## config.mk

```make
export PLATFORM = sky130hd
export DESIGN_NAME = instr_trace_monitor
export DESIGN_NICKNAME = d
export VERILOG_FILES = /design/src/rtl/instr_trace_monitor.sv
export SDC_FILE = /design/constraint.sdc
export NUM_CORES = 2
export LEC_CHECK = 0
export ABC_AREA = 1
export CORE_MARGIN = 3
export CORE_UTILIZATION = 56
export CTS_CLUSTER_DIAMETER = 40
export DETAILED_ROUTE_END_ITERATION = 10
export PLACE_DENSITY = 0.77
export SLEW_MARGIN = 15
export SYNTH_ARGS = -nofsm -noshare
export SYNTH_HDL_FRONTEND = slang
export SYNTH_SLANG_ARGS = --single-unit
```

## constraint.sdc

```tcl
create_clock -name clk -period 12.9 [get_ports clk]
set_input_delay 3.225 -clock clk [delete_from_list [all_inputs] [get_ports clk]]
set_output_delay 3.225 -clock clk [all_outputs]
set_load 0.02 [all_outputs]
```

## src/rtl/instr_trace_monitor.sv

```systemverilog
// Retire-point instruction monitor: classifies sampled instructions, keeps
// saturating per-class statistics and buffers selected records in a show-ahead FIFO.
module instr_trace_monitor #(
    parameter int PC_WIDTH   = 32,
    parameter int DATA_WIDTH = 32,
    parameter int CNT_WIDTH  = 32,
    parameter int FIFO_DEPTH = 16
) (
    input  logic                             clk,
    input  logic                             rst,
    input  logic                             pc_enable,
    input  logic                             smp_valid,
    input  logic [PC_WIDTH-1:0]              smp_pc,
    input  logic [5:0]                       smp_opcode,
    input  logic [5:0]                       smp_funct,
    input  logic [DATA_WIDTH-1:0]            smp_wd,
    input  logic [8:0]                       class_mask,
    input  logic                             clear,
    output logic                             trace_valid,
    input  logic                             trace_ready,
    output logic [4+PC_WIDTH+DATA_WIDTH-1:0] trace_data,
    output logic [$clog2(FIFO_DEPTH):0]      fifo_level,
    output logic                             overflow,
    output logic [CNT_WIDTH-1:0]             drop_cnt,
    input  logic [3:0]                       cnt_sel,
    output logic [CNT_WIDTH-1:0]             cnt_data
);

    localparam int AW   = $clog2(FIFO_DEPTH);
    localparam int TW   = 4 + PC_WIDTH + DATA_WIDTH;
    localparam int NCNT = 10;

    function automatic logic [3:0] classify(input logic [5:0] opcode, input logic [5:0] funct);
        logic [3:0] c;
        case (opcode)
            6'd0: begin
                case (funct)
                    6'd32:   c = 4'd0;
                    6'd34:   c = 4'd1;
                    6'd36:   c = 4'd2;
                    6'd37:   c = 4'd3;
                    default: c = 4'd8;
                endcase
            end
            6'd35:   c = 4'd4;
            6'd43:   c = 4'd5;
            6'd4:    c = 4'd6;
            6'd2:    c = 4'd7;
            default: c = 4'd8;
        endcase
        return c;
    endfunction

    function automatic logic [CNT_WIDTH-1:0] sat_inc(input logic [CNT_WIDTH-1:0] v);
        return (&v) ? v : v + CNT_WIDTH'(1);
    endfunction

    logic [CNT_WIDTH-1:0] cnt_r [NCNT];
    logic [TW-1:0]        mem_r [FIFO_DEPTH];
    logic [AW-1:0]        wr_ptr_r;
    logic [AW-1:0]        rd_ptr_r;
    logic [AW:0]          level_r;
    logic                 overflow_r;
    logic [CNT_WIDTH-1:0] drop_cnt_r;

    logic                 sample_s;
    logic [3:0]           class_s;
    logic                 log_s;
    logic                 full_s;
    logic                 pop_s;
    logic                 push_s;
    logic                 drop_s;
    logic [TW-1:0]        record_s;
    logic [CNT_WIDTH-1:0] cnt_data_s;

    // A full FIFO still accepts a record when the head leaves on the same edge.
    assign sample_s = smp_valid & pc_enable & ~clear;
    assign class_s  = classify(smp_opcode, smp_funct);
    assign log_s    = sample_s & class_mask[class_s];
    assign full_s   = (level_r == (AW+1)'(FIFO_DEPTH));
    assign pop_s    = trace_valid & trace_ready & ~clear;
    assign push_s   = log_s & (~full_s | pop_s);
    assign drop_s   = log_s & full_s & ~pop_s;
    assign record_s = {class_s, smp_pc, smp_wd};

    assign trace_valid = (level_r != {(AW+1){1'b0}});
    assign trace_data  = trace_valid ? mem_r[rd_ptr_r] : {TW{1'b0}};
    assign fifo_level  = level_r;
    assign overflow    = overflow_r;
    assign drop_cnt    = drop_cnt_r;
    assign cnt_data    = cnt_data_s;

    // Statistics counters: per-class sample counts plus the enabled-cycle count.
    always_ff @(posedge clk or posedge rst) begin
        if (rst) begin
            for (int k = 0; k < NCNT; k++) cnt_r[k] <= {CNT_WIDTH{1'b0}};
        end else if (clear) begin
            for (int k = 0; k < NCNT; k++) cnt_r[k] <= {CNT_WIDTH{1'b0}};
        end else begin
            for (int k = 0; k < NCNT - 1; k++) begin
                if (sample_s && (class_s == 4'(k))) cnt_r[k] <= sat_inc(cnt_r[k]);
            end
            if (pc_enable) cnt_r[NCNT-1] <= sat_inc(cnt_r[NCNT-1]);
        end
    end

    // FIFO pointers, occupancy and drop bookkeeping.
    always_ff @(posedge clk or posedge rst) begin
        if (rst) begin
            wr_ptr_r   <= {AW{1'b0}};
            rd_ptr_r   <= {AW{1'b0}};
            level_r    <= {(AW+1){1'b0}};
            overflow_r <= 1'b0;
            drop_cnt_r <= {CNT_WIDTH{1'b0}};
        end else if (clear) begin
            wr_ptr_r   <= {AW{1'b0}};
            rd_ptr_r   <= {AW{1'b0}};
            level_r    <= {(AW+1){1'b0}};
            overflow_r <= 1'b0;
            drop_cnt_r <= {CNT_WIDTH{1'b0}};
        end else begin
            if (push_s) wr_ptr_r <= wr_ptr_r + AW'(1);
            if (pop_s)  rd_ptr_r <= rd_ptr_r + AW'(1);
            case ({push_s, pop_s})
                2'b10:   level_r <= level_r + (AW+1)'(1);
                2'b01:   level_r <= level_r - (AW+1)'(1);
                default: level_r <= level_r;
            endcase
            if (drop_s) begin
                overflow_r <= 1'b1;
                drop_cnt_r <= sat_inc(drop_cnt_r);
            end
        end
    end

    // Trace storage; contents are only observable through the valid-gated head.
    always_ff @(posedge clk) begin
        if (push_s) mem_r[wr_ptr_r] <= record_s;
    end

    // Counter read mux.
    always_comb begin
        cnt_data_s = {CNT_WIDTH{1'b0}};
        case (cnt_sel)
            4'd0:    cnt_data_s = cnt_r[0];
            4'd1:    cnt_data_s = cnt_r[1];
            4'd2:    cnt_data_s = cnt_r[2];
            4'd3:    cnt_data_s = cnt_r[3];
            4'd4:    cnt_data_s = cnt_r[4];
            4'd5:    cnt_data_s = cnt_r[5];
            4'd6:    cnt_data_s = cnt_r[6];
            4'd7:    cnt_data_s = cnt_r[7];
            4'd8:    cnt_data_s = cnt_r[8];
            4'd9:    cnt_data_s = cnt_r[9];
            default: cnt_data_s = {CNT_WIDTH{1'b0}};
        endcase
    end

endmodule

```

Yosys cells after proc, flatten, opt, wreduce, memory -nomap -nowiden
Memories as Yosys holds them, arrays and structs flattened.
Index checks and enable logic that the tools add are counted.
{"block": "totals", "regBits": 366, "ramBits": 1088, "input_bits": 95, "out_inout_bits": 139, "mem_count": 1}
{"memory": "mem_r", "depth": 16, "word_bits": 68, "read_ports": 1, "rd_clocked_by_memory_dff": 0, "wr": 1, "line": "59", "rtl": "logic [TW-1:0] mem_r [FIFO_DEPTH];"}
{"block": "classes", "addsub": 15, "magnitude_cmp": 1, "eq_ne": 39, "muxes": 40, "n_bitwise": 12, "reduce_logical": 49}
{"op": "2-to-1 mux 32 bit", "count": 23}
{"op": "adder 32 x 1 -> 32 bit (second input constant)", "count": 11}
{"op": "AND reduction 32 bit", "count": 11}
{"op": "2-to-1 mux 320 bit", "count": 1}
{"op": "one-hot mux 32 bit (10 select lines)", "count": 1}
{"op": "2-to-1 mux 68 bit", "count": 1}
{"op": "equality test 6 bit (second input constant)", "count": 6}
{"op": "equality test 4 x 3 -> 1 bit (second input constant)", "count": 8}
{"op": "nonzero test 2 bit", "count": 13}
{"op": "inequality test 2 bit (second input constant)", "count": 11}
{"op": "AND reduction 2 bit", "count": 11}
{"op": "one-hot mux 4 bit (5 select lines)", "count": 1}
{"op": "equality test 4 x 2 -> 1 bit (second input constant)", "count": 4}
{"op": "2-to-1 mux 4 bit", "count": 4}
{"op": "one-hot mux 4 bit (4 select lines)", "count": 1}
{"op": "equality test 4 bit (second input constant)", "count": 3}
{"op": "one-hot mux 5 bit (2 select lines)", "count": 1}
{"op": "logical AND 1 bit", "count": 9}
{"op": "adder 4 x 1 -> 4 bit (second input constant)", "count": 2}
{"op": "bitwise AND 1 bit", "count": 8}
{"op": "equality test 4 x 1 -> 1 bit (second input constant)", "count": 2}
{"op": "zero test 4 bit", "count": 2}
{"op": "equality test 6 x 2 -> 1 bit (second input constant)", "count": 1}
{"op": "equality test 6 x 3 -> 1 bit (second input constant)", "count": 1}
{"op": "other kinds (14)", "count": 20}

Depth between registers and ports, before layout
{"block": "depth", "depth_word": 10, "ltp_mapped": 22, "depth_no_buf": 22}

Worst setup path before layout
OpenSTA, ideal clock, no wires.
{"block": "synth_path", "path_type": "in2reg", "startpoint": "input smp_opcode[5]", "endpoint": "memory mem_r[15][0] (netlist bit), enable pin", "t_arrival_ps": 7482, "slack_ps": 4923, "path_stages": 12, "path_cell_list": "nor2_2 -> nand3_1 -> nand2_1 -> inv_2 -> nand2_4 -> o21ai_4 -> a21oi_2 -> and2_1 -> nand3_1 -> nor2_1 -> nand2_1 -> nor2_1"}
{"block": "synth_via", "elab_chain_len": 8, "elab_cells_between_ends": 12, "classes_between": "4 x eq/ne; 5 x mux; 2 x bitwise; 1 x reduce/logical"}
{"element": "start: declaration", "line": "14", "rtl": "input logic [5:0] smp_opcode,"}
{"element": "equality test 6 x 2 -> 1 bit, or another cell as far along", "line": "35", "rtl": "case (opcode)"}
{"element": "one-hot mux 4 bit (5 select lines) *", "line": "35"}
{"element": "named net class_s[2]", "line": "67", "rtl": "logic [3:0] class_s;"}
{"element": "binary-select mux 1 bit (select 4 bit) *", "line": "79", "rtl": "assign log_s = sample_s & class_mask[class_s];"}
{"element": "2-to-1 mux 1 bit (implied by the code) *", "line": "79"}
{"element": "bitwise AND 1 bit *", "line": "79"}
{"element": "bitwise AND 1 bit *", "line": "82", "rtl": "assign push_s = log_s & (~full_s | pop_s);"}
{"element": "2-to-1 mux 1 bit *", "line": "138", "rtl": "if (push_s) mem_r[wr_ptr_r] <= record_s;"}
{"element": "2-to-1 mux 1 bit (implied by the code) *", "line": "138"}
{"element": "end: declaration", "line": "59"}
Mark *: on every way through the listed nets, which the timed path passes. The rest lies on a longest branch. The select of a mux whose other input is x is not followed.

Final worst setup path
{"block": "layout_path", "startpoint": "input cnt_sel[1]", "endpoint": "output cnt_data[7]"}
{"block": "layout_via", "elab_chain_len": 2, "elab_cells_between_ends": 11, "classes_between": "9 x eq/ne; 1 x mux; 1 x reduce/logical"}
{"element": "start: declaration", "line": "25", "rtl": "input logic [3:0] cnt_sel,"}
{"element": "equality test 4 bit, or another cell as far along", "line": "144", "rtl": "case (cnt_sel)"}
{"element": "one-hot mux 32 bit (10 select lines) *", "line": "144"}
{"element": "end: declaration", "line": "26", "rtl": "output logic [CNT_WIDTH-1:0] cnt_data"}
Every way passes the cells marked *; elsewhere a longest branch is shown, timed or not.

==> metrics.md <==
| Metric | Value |
|---|---|
| Worst R2R Path Depth | `11` |
| Yosys top cell by area | `edfxtp_1` |
| Pin count of the biggest net entering global routing | `280` |
| CP arrival | `a little over 7 ns` |
| Max stage delay on crit path | `0.84 ns` |
| First-pass GRT wire length | `approximately 330000 um` |
| GP Congestion | `between 1 and 1.5` |
| Synth Register Bits | `approximately 1500` |
| Post-Syn Instances | `6593` |
| Worst-path clk slew | `0.05 ns` |
| Synth top area cells | `edfxtp_1, dfrtp_1, o21ai_0` |
| Effective utilization at floorplan | `0.5689` |
| Post-synth top area share | `0.4825` |
| Max Fclk | `~0.097 GHz` |
| Proportion of layout cells with a drive suffix above 1 | `0.06810` |
| RR Startpoint | `fifo_level[1]$_DFFE_PP0P_` |
| CP Cell Sequence | `clkdlybuf4s50_1 > nand2_1 > clkinv_1 > nand2_1 > buf_4 > o22ai_1 > nor4_1 > o221ai_1 > clkdlybuf4s50_1` |
| Distinct cells, synth | `just under 60` |
| Fill count | `9066` |
| Mapped cell area | `roughly 68000 sq um` |
| Post-Syn Area per Cell | `about 10 sq um` |
| Overall routing resource usage | `0.3443` |
| Via count | `roughly 54000` |
| EDFF count, synth | `roughly 1100` |
| Design area | `slightly below 80000 sq um` |
| CP Capture Point | `cnt_data[7]` |
| Final ANT Viol Nets | `0` |
| Final nets | `between 6000 and 7000` |
| Yosys warnings | `0` |
| Tmin final | `around 10 ns` |
| Slew Viols, Final | `0` |
| Post-CTS setup buffers | `0` |
| Total gr overflow | `0` |
| Slowest CP cell | `nor4_1` |
| CTS Root Cell | `clkbuf_16` |
| # setup viols final | `0` |
| Via-to-Cell Ratio | `~6.3` |
| Final Cycle Share | `0.7977` |
| Post-Syn Nets | `around 6700` |
| Leak pwr | `~25 nW` |
| Critical Path Start Type | `input pin` |
| Slew @ Worst Pin | `between 1 and 1.5 ns` |
| Worst Skew | `0.06148 ns` |
| Crit. End Element | `output port` |
| Max_slew headroom | `0.1704` |
| Asr flop ratio synth | `0.2517` |
| Outcome | `finished clean` |
| VDD IR max | `roughly 240 uV` |
| P&R area growth vs syn | `14.40%` |
| TNS Setup | `0 ns` |
| DP HPWL | `roughly 140000 um` |
| Worst R2R Setup Slack | `8.41 ns` |
| Io pins | `between 200 and 250` |
| Hold Crit Class | `flop to flop` |
| # hold bufs at CTS | `0` |
| CTS H-tree lvls | `4` |
| CTS resizes | `0` |
| CTS tree | `built` |
| Clk buf depth | `3` |
| RSZ-0062 raised after global routing | `no` |
| Vias in the first global route | `between 50000 and 60000` |
| Die W | `around 350 um` |
| Num Clock Sinks | `1454` |
| Max cap viols | `0` |
| Placement Cell Area | `71240 sq um` |
| WL/cell | `~26 um` |
| Reg2reg end | `mem_r[9][59]$_DFFE_PP_` |
| DR DRC count | `0` |
| Final non-filler cell total | `between 8000 and 9000` |
| Synth top cells by count | `edfxtp_1, nor2_1, nand2_1` |
| Required time of the critical path | `between 9 and 10 ns` |
| Core ar. | `between 100000 and 150000 sq um` |
| Hold path start | `cnt_r[31]$_DFFE_PP0P_` |
| Hold slack | `around 0.48 ns` |
| Drt first pass iters | `6` |
| Setup Crit Path Kind | `input pin to output port` |
| Final WL | `between 200000 and 250000 um` |
| Worst skew pair latency | `a little over 0.8 ns` |
| Post-synth top flop | `edfxtp_1` |
| Critical Path Fanout Max | `15` |
| Cell with the most instances after synthesis | `edfxtp_1` |
| Port Buffers | `between 200 and 250` |
| Num CTS Buffers | `182` |
| Die area | `roughly 130000 sq um` |
| Start point of the critical path | `cnt_sel[1]` |
| Cell Pwr Density | `~160 nW/um^2` |
| Die H | `353.7 um` |
| Placed cell count | `about 8100` |
| Final hold violations | `0` |
| Initial antenna violation count | `8` |
| Seq/Total Area, Yosys | `0.6178` |
| Rows | `roughly 130` |
| Initial DRC count | `6809` |
[layout make-up]
class	instances	area, sq um	area share
clock inverter	110	1329	0.01715
clock buffer	223	4882	0.06302
inverter	437	1672	0.02158
antenna	6	15.01	0.0001938
timing repair buffer	304	2904	0.03749
multi-input combinational	4330	22820	0.2945
tap	1600	2002	0.02584
sequential	1454	41850	0.5402
[how the worst min path moves through the flow]
stage	to	slack (ns)	cells after the start
2_1_floorplan	cnt_r[31]$_DFFE_PP0P_	0.45	2
3_3_place_gp	cnt_r[31]$_DFFE_PP0P_	0.47	2
3_5_place_dp	cnt_r[31]$_DFFE_PP0P_	0.48	2
4_1_cts	cnt_r[31]$_DFFE_PP0P_	0.49	2
5_1_grt	overflow$_DFFE_PP0P_	0.52	2
6_report	cnt_r[31]$_DFFE_PP0P_	0.48	2
[cell usage in the layout (no fill, tap or decap), types with 82 or more instances in the layout]
| cell type | n |
|---|---|
| edfxtp_1 | 1088 |
| o221ai_1 | 211 |
| a21oi_1 | 114 |
| nor3_1 | 220 |
| nor4_1 | 99 |
| nand2_1 | 870 |
| xor2_1 | 179 |
| nand3_1 | 225 |
| nand4_1 | 134 |
| dfrtp_1 | 362 |
| clkdlybuf4s50_1 | 232 |
| o31ai_1 | 109 |
| clkbuf_16 | 185 |
| nor2_1 | 933 |
| o22ai_1 | 180 |
| o21ai_0 | 727 |
| inv_1 | 416 |
| o211ai_1 | 82 |
[routing by layer]
layer	global-route usage	vias up	routed length (um)
li1	-	24040	-
met1	0.4557	26180	85590
met2	0.5538	2814	102900
met3	0.05610	529	18600
met4	0.1739	8	11620
met5	0	-	57
[power by group]
group | switching [W] | total, W | internal (W)
Clock | 0.00206 | 0.00513 | 0.00307
Combinational | 0.00165 | 0.00240 | 0.000751
Sequential | 0.0000699 | 0.00513 | 0.00506
[per-stage QoR]
| step | total power, W | setup slack [ns] | util |
|---|---|---|---|
| finish | 0.01267 | 2.609 | 0.6508 |
| CTS | 0.01270 | 2.688 | 0.6507 |
| floorplan | 0.006626 | 4.765 | - |
| global placement | 0.007524 | 2.667 | 0.5985 |
| global route | 0.01311 | 2.502 | 0.6507 |
| detailed placement | 0.007584 | 2.695 | 0.5985 |
[logic make-up (layout without fill, tap and decap cells)]
| group | count (synthesis) | after routing | synth area share |
|---|---|---|---|
| flops | 1454 | 1454 | 0.6178 |
| buf+inv | 809 | 1074 | 0.04708 |
| compound gates | 1531 | 1531 | 0.1390 |
| fa+ha+maj | 20 | 20 | 0.003807 |
| xor+xnor | 211 | 211 | 0.02729 |
| other cells | 0 | 6 | 0 |
| simple gates | 2568 | 2568 | 0.1651 |
[worst max-delay path, delay by kind of cell]
| kind | cells | cell delay (ns) |
|---|---|---|
| AOI/OAI and AO/OA | 2 | 0.47 |
| buffers and inverters | 4 | 1.81 |
| and+or+nand+nor | 3 | 1.55 |
[flip-flops by register name, summed over array words and instances, names as in the netlist]
register and flops:
mem_r 1088, overflow 1, rd_ptr_r 4, wr_ptr_r 4, drop_cnt 32, fifo_level 5
cnt_r 320
Note: power is estimated with default switching activity, not from simulation.
